File: config.mk
export PLATFORM = sky130hd
export DESIGN_NAME = alu_ctrl_seq
export DESIGN_NICKNAME = d
export VERILOG_FILES = /design/src/rtl/alu_ctrl_pkg.sv /design/src/rtl/alu_ctrl_decode.sv /design/src/rtl/alu_ctrl_seq.sv
export SDC_FILE = /design/constraint.sdc
export NUM_CORES = 1
export LEC_CHECK = 0
export ABC_CLOCK_PERIOD_IN_PS = 3400
export BUFFER_PORTS_ARGS = -buffer_cell sky130_fd_sc_hd__buf_2
export CAP_MARGIN = 10
export CORE_MARGIN = 2
export CORE_UTILIZATION = 40
export DETAILED_ROUTE_END_ITERATION = 7
export SYNTH_ARGS = -nofsm -noshare
export SYNTH_HDL_FRONTEND = slang
export SYNTH_HIERARCHICAL = 1
export SYNTH_SLANG_ARGS = --single-unit
File: constraint.sdc
create_clock -name clk -period 3.4 [get_ports clk]
set_input_delay 0.68 -clock clk [delete_from_list [all_inputs] [get_ports clk]]
set_output_delay 0.68 -clock clk [all_outputs]
set_load 0.02 [all_outputs]
File: src/rtl/alu_ctrl_pkg.sv
// rtl/alu_ctrl_pkg.sv - shared constants, enums and decode helpers for the ALU control sequencer
package alu_ctrl_pkg;

  // ALU operation codes (4-bit core encoding, zero-extended to OP_W at the top)
  localparam logic [3:0] OP_AND  = 4'b0000;
  localparam logic [3:0] OP_OR   = 4'b0001;
  localparam logic [3:0] OP_ADD  = 4'b0010;
  localparam logic [3:0] OP_XOR  = 4'b0011;
  localparam logic [3:0] OP_SLL  = 4'b0100;
  localparam logic [3:0] OP_SRL  = 4'b0101;
  localparam logic [3:0] OP_SUB  = 4'b0110;
  localparam logic [3:0] OP_SRA  = 4'b0111;
  localparam logic [3:0] OP_SLT  = 4'b1000;
  localparam logic [3:0] OP_SLTU = 4'b1001;
  localparam logic [3:0] OP_MUL  = 4'b1010;
  localparam logic [3:0] OP_MULH = 4'b1011;
  localparam logic [3:0] OP_DIV  = 4'b1100;
  localparam logic [3:0] OP_DIVU = 4'b1101;
  localparam logic [3:0] OP_REM  = 4'b1110;
  localparam logic [3:0] OP_REMU = 4'b1111;

  // ALUOp values from the main control unit
  localparam logic [1:0] ALUOP_LOAD_STORE = 2'b00;
  localparam logic [1:0] ALUOP_BRANCH     = 2'b01;
  localparam logic [1:0] ALUOP_RTYPE      = 2'b10;
  localparam logic [1:0] ALUOP_ITYPE      = 2'b11;

  // funct7 values that carry meaning for decode
  localparam logic [6:0] F7_BASE   = 7'b0000000;
  localparam logic [6:0] F7_ALT    = 7'b0100000;
  localparam logic [6:0] F7_MULDIV = 7'b0000001;

  typedef enum logic [1:0] {
    LAT_ONE,
    LAT_MUL,
    LAT_DIV
  } lat_class_t;

  typedef enum logic [1:0] {
    ST_IDLE,
    ST_HOLD,
    ST_MC
  } state_t;

  // Base integer op selected by funct3 when funct7 is the plain encoding
  function automatic logic [3:0] base_op(input logic [2:0] f3);
    logic [3:0] op;
    case (f3)
      3'b000:  op = OP_ADD;
      3'b001:  op = OP_SLL;
      3'b010:  op = OP_SLT;
      3'b011:  op = OP_SLTU;
      3'b100:  op = OP_XOR;
      3'b101:  op = OP_SRL;
      3'b110:  op = OP_OR;
      default: op = OP_AND;
    endcase
    return op;
  endfunction

  // M-extension op by funct3; MULHSU/MULHU fold onto MULH, the MUL unit uses funct3
  function automatic logic [3:0] m_op(input logic [2:0] f3);
    logic [3:0] op;
    case (f3)
      3'b000:  op = OP_MUL;
      3'b001,
      3'b010,
      3'b011:  op = OP_MULH;
      3'b100:  op = OP_DIV;
      3'b101:  op = OP_DIVU;
      3'b110:  op = OP_REM;
      default: op = OP_REMU;
    endcase
    return op;
  endfunction

endpackage

File: src/rtl/alu_ctrl_decode.sv
// rtl/alu_ctrl_decode.sv - combinational ALUOp/funct7/funct3 decoder with latency class
module alu_ctrl_decode
  import alu_ctrl_pkg::*;
#(
  parameter bit EN_M = 1'b1
) (
  input  logic [1:0] alu_op,
  input  logic [6:0] funct7,
  input  logic [2:0] funct3,
  output logic [3:0] op_code,
  output logic       illegal,
  output lat_class_t lat_class
);

  // Decode table; unsupported combinations fall back to ADD with illegal set
  always_comb begin
    op_code   = OP_ADD;
    illegal   = 1'b0;
    lat_class = LAT_ONE;
    case (alu_op)
      ALUOP_LOAD_STORE: op_code = OP_ADD;
      ALUOP_BRANCH:     op_code = OP_SUB;
      ALUOP_RTYPE: begin
        if (funct7 == F7_BASE) begin
          op_code = base_op(funct3);
        end else if (funct7 == F7_ALT && funct3 == 3'b000) begin
          op_code = OP_SUB;
        end else if (funct7 == F7_ALT && funct3 == 3'b101) begin
          op_code = OP_SRA;
        end else if (funct7 == F7_MULDIV && EN_M) begin
          op_code   = m_op(funct3);
          lat_class = funct3[2] ? LAT_DIV : LAT_MUL;
        end else begin
          illegal = 1'b1;
        end
      end
      default: begin
        // I-type: funct7 is immediate bits except for the shift encodings
        case (funct3)
          3'b001: begin
            if (funct7 == F7_BASE) op_code = OP_SLL;
            else                   illegal = 1'b1;
          end
          3'b101: begin
            if (funct7 == F7_BASE)     op_code = OP_SRL;
            else if (funct7 == F7_ALT) op_code = OP_SRA;
            else                       illegal = 1'b1;
          end
          default: op_code = base_op(funct3);
        endcase
      end
    endcase
  end

endmodule

File: src/rtl/alu_ctrl_seq.sv
// rtl/alu_ctrl_seq.sv - registered ALU control decoder with valid/ready output and MUL/DIV latency hold-off
module alu_ctrl_seq
  import alu_ctrl_pkg::*;
#(
  parameter int OP_W    = 4,
  parameter bit EN_M    = 1'b1,
  parameter int MUL_LAT = 3,
  parameter int DIV_LAT = 8
) (
  input  logic            clk,
  input  logic            rst_n,
  input  logic            in_valid,
  output logic            in_ready,
  input  logic [1:0]      alu_op,
  input  logic [6:0]      funct7,
  input  logic [2:0]      funct3,
  output logic            out_valid,
  input  logic            out_ready,
  output logic [OP_W-1:0] op_code,
  output logic            illegal,
  output logic            mc_busy
);

  localparam int MAX_LAT = (MUL_LAT > DIV_LAT) ? MUL_LAT : DIV_LAT;
  localparam int CNT_W   = ($clog2(MAX_LAT) < 1) ? 1 : $clog2(MAX_LAT);

  // The counter holds remaining MC cycles minus one, so an L-cycle op loads L-2
  localparam logic [CNT_W-1:0] MUL_LOAD = (MUL_LAT >= 2) ? CNT_W'(MUL_LAT - 2) : '0;
  localparam logic [CNT_W-1:0] DIV_LOAD = (DIV_LAT >= 2) ? CNT_W'(DIV_LAT - 2) : '0;
  localparam bit               MUL_MC   = (MUL_LAT >= 2);
  localparam bit               DIV_MC   = (DIV_LAT >= 2);

  state_t           state;
  state_t           state_nxt;
  logic [CNT_W-1:0] cnt;
  logic [CNT_W-1:0] cnt_nxt;
  logic [3:0]       dec_op;
  logic             dec_ill;
  lat_class_t       dec_lat;
  logic             multi;
  logic [CNT_W-1:0] load_val;
  logic             accept;

  alu_ctrl_decode #(
    .EN_M(EN_M)
  ) u_decode (
    .alu_op   (alu_op),
    .funct7   (funct7),
    .funct3   (funct3),
    .op_code  (dec_op),
    .illegal  (dec_ill),
    .lat_class(dec_lat)
  );

  // Map the decoded latency class to an MC entry decision and counter preload
  always_comb begin
    multi    = 1'b0;
    load_val = '0;
    case (dec_lat)
      LAT_MUL: begin
        multi    = MUL_MC;
        load_val = MUL_LOAD;
      end
      LAT_DIV: begin
        multi    = DIV_MC;
        load_val = DIV_LOAD;
      end
      default: ;
    endcase
  end

  // Handshake, next-state and counter update
  always_comb begin
    state_nxt = state;
    cnt_nxt   = cnt;
    case (state)
      ST_IDLE: in_ready = 1'b1;
      ST_HOLD: in_ready = out_ready;
      default: in_ready = 1'b0;
    endcase
    accept = in_valid && in_ready;
    case (state)
      ST_IDLE, ST_HOLD: begin
        if (accept) begin
          state_nxt = multi ? ST_MC : ST_HOLD;
          cnt_nxt   = multi ? load_val : '0;
        end else if (state == ST_HOLD && out_ready) begin
          state_nxt = ST_IDLE;
        end
      end
      ST_MC: begin
        if (cnt == '0) state_nxt = ST_HOLD;
        else           cnt_nxt   = cnt - CNT_W'(1);
      end
      default: state_nxt = ST_IDLE;
    endcase
  end

  // State and latency counter registers
  always_ff @(posedge clk or negedge rst_n) begin
    if (!rst_n) begin
      state <= ST_IDLE;
      cnt   <= '0;
    end else begin
      state <= state_nxt;
      cnt   <= cnt_nxt;
    end
  end

  // Output register captures the decode result at the accepting edge only
  always_ff @(posedge clk or negedge rst_n) begin
    if (!rst_n) begin
      op_code <= '0;
      illegal <= 1'b0;
    end else if (accept) begin
      op_code <= OP_W'(dec_op);
      illegal <= dec_ill;
    end
  end

  assign out_valid = (state == ST_HOLD);
  assign mc_busy   = (state == ST_MC);

endmodule

# Word level (Yosys, flattened, before mapping)
# Index checks and enable logic that the tools add are counted.
# classes
reduce_logical	16
mux	39
addsub	1
n_eq_ne	18
# op_table
op	n
$pmux W4 S7	1
$mux W2	10
$mux W4	5
$pmux W4 S5	1
$mux W3	5
$pmux W3 S5	1
$pmux W3 S2	2
$pmux W4 S3	1
$eq A3 B3 Y1 const B	3
$mux W1	8
$pmux W4 S2	1
$eq A7 B1 Y1 const B	1
$eq A7 B6 Y1 const B	1
$logic_not A7 Y1	1
$eq A2 B1 Y1 const B	3
$eq A2 B2 Y1 const B	3
$eq A3 B2 Y1 const B	2
$logic_not A3 Y1	2
$pmux W1 S2	3
$reduce_or A2 Y1	3
$logic_and A1 B1 Y1	4
$logic_not A2 Y1	2
$ne A2 B2 Y1 const B	2
$pmux W2 S2	1
other kinds (8)	8
# word_totals
out_inout_bits	8
wordCells	78
input_bits	16
regBits	10

# Depth between registers and ports, before layout
# depth
depth_word	12
mapped_depth	7
mapped_depth_nobuf	7

# Modules after synthesis
# Netlist, hierarchy kept.
# by_module_without_submodules
module	n_inst	area_per_inst_um2	cells_per_inst	seq_area_each_um2
alu_ctrl_seq	1	618.1	50	250.2
alu_ctrl_decode	1	319.1	50	0.0

# Worst setup path before layout
# Ideal clock, no wire load.
# synth_timing
kind	input port to flip-flop
start	input port funct7[1]
end	register cnt[1]
stages	7
path_buffers	0
setup_time_ns	0.135
required_ns	3.265
setup_slack_ns	0.913
arrival_time_ns	2.352
cell_sequence	or4_4 -> nor3_1 -> and4b_1 -> inv_1 -> ha_1 -> nor4_4 -> a311oi_2
# synth_between
elab_chain_cells	12
word_cells_on_any_way	18
classes_between	eq/ne (4); mux (10); reduce/logical (4)
# synth_lines
item	line_no	rtl
from (decl)	alu_ctrl_seq.sv:15	input logic [6:0] funct7,
$eq A7 B1 Y1 or $eq A7 B6 Y1 (tied branches)	alu_ctrl_decode.sv:30, alu_ctrl_decode.sv:26, alu_ctrl_decode.sv:28	
$mux W2 or $logic_and A1 B1 Y1 (tied branches)	alu_ctrl_decode.sv:30, alu_ctrl_decode.sv:28	
$mux W2	alu_ctrl_decode.sv:28	end else if (funct7 == F7_ALT && funct3 == 3'b101) begin
$mux W2	alu_ctrl_decode.sv:26	end else if (funct7 == F7_ALT && funct3 == 3'b000) begin
$mux W2 (*)	alu_ctrl_decode.sv:24	if (funct7 == F7_BASE) begin
$mux W2 (*)	alu_ctrl_decode.sv:20	case (alu_op)
named net dec_lat[0]	alu_ctrl_seq.sv:39	lat_class_t dec_lat;
$eq A2 B2 Y1 or $eq A2 B1 Y1 (tied branches)	alu_ctrl_seq.sv:59	case (dec_lat)
$reduce_or A2 Y1 (no line)	-	
$mux W1	alu_ctrl_seq.sv:59	
$mux W3 (*)	alu_ctrl_seq.sv:86	cnt_nxt = multi ? load_val : '0;
$mux W3 (*)	alu_ctrl_seq.sv:84	if (accept) begin
$pmux W3 S2 (*)	alu_ctrl_seq.sv:82	case (state)
to (signal assigned)	alu_ctrl_seq.sv:106	cnt <= cnt_nxt;
to (decl)	alu_ctrl_seq.sv:35	logic [CNT_W-1:0] cnt;
# Mark *: on every way through the listed nets, which the timed path passes. The rest lies on a longest branch. The select of a mux whose other input is x is not followed.
# A chain may end at the register's enable or synchronous reset.

# Worst setup path in the final report
# Ends and elaborated chain as after synthesis.

==> insert_results.sql <==
INSERT INTO impl_metrics (metric_group, metric, value, unit) VALUES
('final_layout', 'num-nets-final', '143', ''),
('place', 'place_congestion', '0.838', ''),
('drt', 'post_drt_via_cell_ratio', '5.47', ''),
('clocking', 'postCtsResizedCells', '0', ''),
('final_layout', 'layout_commonest_cell', 'sky130_fd_sc_hd__buf_2', ''),
('grt', 'grt_first_pass_wirelength', '3.24', 'mm'),
('clocking', 'clock-root-buffer', 'sky130_fd_sc_hd__clkbuf_4', ''),
('final_layout', 'syn2layout_area_growth', '17.8', '%'),
('clocking', 'clock_buffer_count_from_cts', '3', ''),
('final_layout', 'layout-drive-gt1-share', '39.3', '%'),
('setup_path', 'reg2reg_depth', '5', ''),
('pwr', 'leakage', '0.504', 'nW'),
('floorplanning', 'die_h', '52.4', 'microns'),
('place', 'dp_hpwl', '1.59', 'mm'),
('setup_path', 'cp_num_cells', '8', ''),
('sta', 'setup_repair_after_global_routing_missed_its_margin', 'false', ''),
('sta', 'worstMarginPinSlew', '0.334', 'ns'),
('grt', 'globalRoute.totalOverflow', '0', ''),
('sta', 'fin_crit_sh', '71.2', '%'),
('sta', 'clock.fmax', '413', 'MHz'),
('synth', 'synth_edf_count', '0', ''),
('setup_path', 'criticalPathCategory', 'in2reg', ''),
('setup_path', 'worst-path-buf-inv', '2', ''),
('synth', 'mappedNetlistNets', '120', ''),
('clocking', 'clk_path_buf_depth', '2', ''),
('final_layout', 'antenna_cells', '0', ''),
('clocking', 'post-cts-setup-buffer-count', '0', ''),
('final_layout', 'post-route-util', '49.9', '%'),
('floorplanning', 'num_io_pins', '24', ''),
('sta', 'fin_worst_hold_slack', '0.261', 'ns'),
('drt', 'detail_route.wl_per_cell', '13.2', 'microns'),
('sta', 'finalCriticalPeriod', '2.42', 'ns'),
('sta', 'clock_skew', '0.00332', 'ns'),
('synth', 'synth_top_flop_cell', 'sky130_fd_sc_hd__dfrtp_1', ''),
('synth', 'gate_count_after_technology_mapping', '100', ''),
('setup_path', 'worst_ep_required_time', '3.54', 'ns'),
('clocking', 'cts_hold_buf', '0', ''),
('place', 'port-buffer-count', '23', ''),
('synth', 'yosys_warnings', '6', ''),
('job', 'timing.max_cap.violations', '0', ''),
('place', 'dpl_cell_area', '1070', 'sq um'),
('synth', 'ys_ff_latch', '10', ''),
('setup_path', 'slowest_cell_on_crit_path', 'sky130_fd_sc_hd__or4_4', ''),
('sta', 'number_of_failing_hold_endpoints_at_the_final_stage', '0', ''),
('grt', 'antenna_found_initial', '0', ''),
('drt', 'num_vias', '821', ''),
('floorplanning', 'start_util', '42.4', '%'),
('setup_path', 'startpoint_of_the_most_critical_setup_path', 'funct7[1]', ''),
('drt', 'route.antenna.remaining_nets', '0', ''),
('floorplanning', 'fp.coreArea', '2210', 'sq um'),
('final_layout', 'stdcell_area', '1100', 'sq um'),
('floorplanning', 'floorplan.rows', '17', ''),
('pwr', 'p_per_area', '317', 'nW/um^2'),
('clocking', 'tritoncts_clock_tree', 'yes', ''),
('run_status', 'run_status', 'completed', ''),
('drt', 'totalWireLength', '1.98', 'mm'),
('setup_path', 'cp_cell_sequence', 'buf_2 -> or4_4 -> nor3_1 -> and4b_1 -> inv_1 -> ha_1 -> nor4_4 -> a311oi_2', ''),
('floorplanning', 'fp.dieArea', '2750', 'sq um'),
('clocking', 'cts.sink_count', '10', ''),
('synth', 'synthesis.area', '937', 'sq um'),
('synth', 'synth_area_per_cell', '9.37', 'sq um'),
('clocking', 'clkLatencyLatePin', '0.26', 'ns'),
('sta', 'setup_viol', '0', ''),
('grt', 'via_count_of_the_first_global_routing_pass', '763', ''),
('drt', 'drt-initial-drc-count', '22', ''),
('grt', 'pin_count_of_the_biggest_net_entering_global_routing', '15', ''),
('drt', 'route.detailed.drc', '0', ''),
('grt', 'gr-usage-all-layers', '15.8', '%'),
('clocking', 'htreeDepth', '1', ''),
('synth', 'unique_cell_type_count_in_the_yosys_netlist', '45', ''),
('sta', 'final.setup.worst_slack', '0.978', 'ns');
[layout make-up]
class,instances,area [sq um]
Clock buffer,4,36.3
Multi-Input combinational cell,77,632
Fill cell,221,1110
Sequential cell,10,250
Timing Repair Buffer,23,115
Tap cell,28,35.0
Inverter,8,35.0
[Yosys cell counts, drive strengths merged, types with 2 or more instances]
master	n	area, sq um
nor2	5	35.0
or3b	2	17.5
xnor2	3	26.3
mux2	6	86.3
ha	4	50.1
dfrtp	10	250
clkbuf	4	15.0
nand2b	4	35.0
nor3	6	30.0
o21ai	4	20.0
a21oi	7	35.0
and2b	3	27.5
nor2b	3	18.8
nor4	2	27.5
inv	7	26.3
nand2	6	22.5
a221oi	2	30.0
[worst reg2reg max path, delay by kind of cell, from the launching register on]
kind                     cells  cell delay (ns)
adder cells (fa/ha/maj)      1             0.19
AND/OR/NAND/NOR              2             0.39
buffers and inverters        1             0.11
flip-flops                   1             0.36
AO/OA/AOI/OAI                1             0.18
[power by group]
group          switching [W]  leakage (nW)  internal [W]
combinational      0.0000594         0.357     0.0000487
clock              0.0000416        0.0210     0.0000650
sequential        0.00000572         0.125      0.000129
[flip-flops by register name (all words and copies together), names as in the netlist]
register,cells
op_code,4
cnt,3
state,2
illegal,1
[worst min path at each step]
stage | startpoint | to | slack, ns | cells after the start
after floorplan | rst_n | cnt[0] | 0.38 | 0
final | rst_n | cnt[0] | 0.26 | 1
after CTS | rst_n | cnt[2] | 0.27 | 1
after global routing | rst_n | cnt[2] | 0.28 | 1
after global placement | cnt[0] | cnt[0] | 0.46 | 1
after detailed placement | cnt[0] | cnt[0] | 0.47 | 1
[metrics by stage]
step	power [W]	std cells
after floorplan	0.000213	100
after global placement	0.000243	146
after detailed placement	0.000245	146
after CTS	0.000354	150
after global routing	0.000369	150
final	0.000349	150
[cell families (layout without fill, tap and decap cells)]
| logic type | count (synthesis) | count (layout) | share of synthesized area [%] |
|---|---|---|---|
| adders and majority gates | 4 | 4 | 5.34 |
| and+or+nand+nor | 39 | 39 | 29.8 |
| AOI/OAI and AO/OA | 25 | 25 | 20.3 |
| DFF | 10 | 10 | 26.7 |
| buffers and inverters | 13 | 35 | 5.87 |
| muxes | 6 | 6 | 9.21 |
| xor gates and xnor gates | 3 | 3 | 2.80 |
[per-layer routing]
layer	vias to the layer above	share of wire, %	track usage (%)
li1	410	-	-
met1	389	49	20.6
met2	20	47	25.2
met3	2	3.2	2.57
met4	0	0.61	7.69
met5	-	0	0
Note: power is estimated with default switching activity, not from simulation.
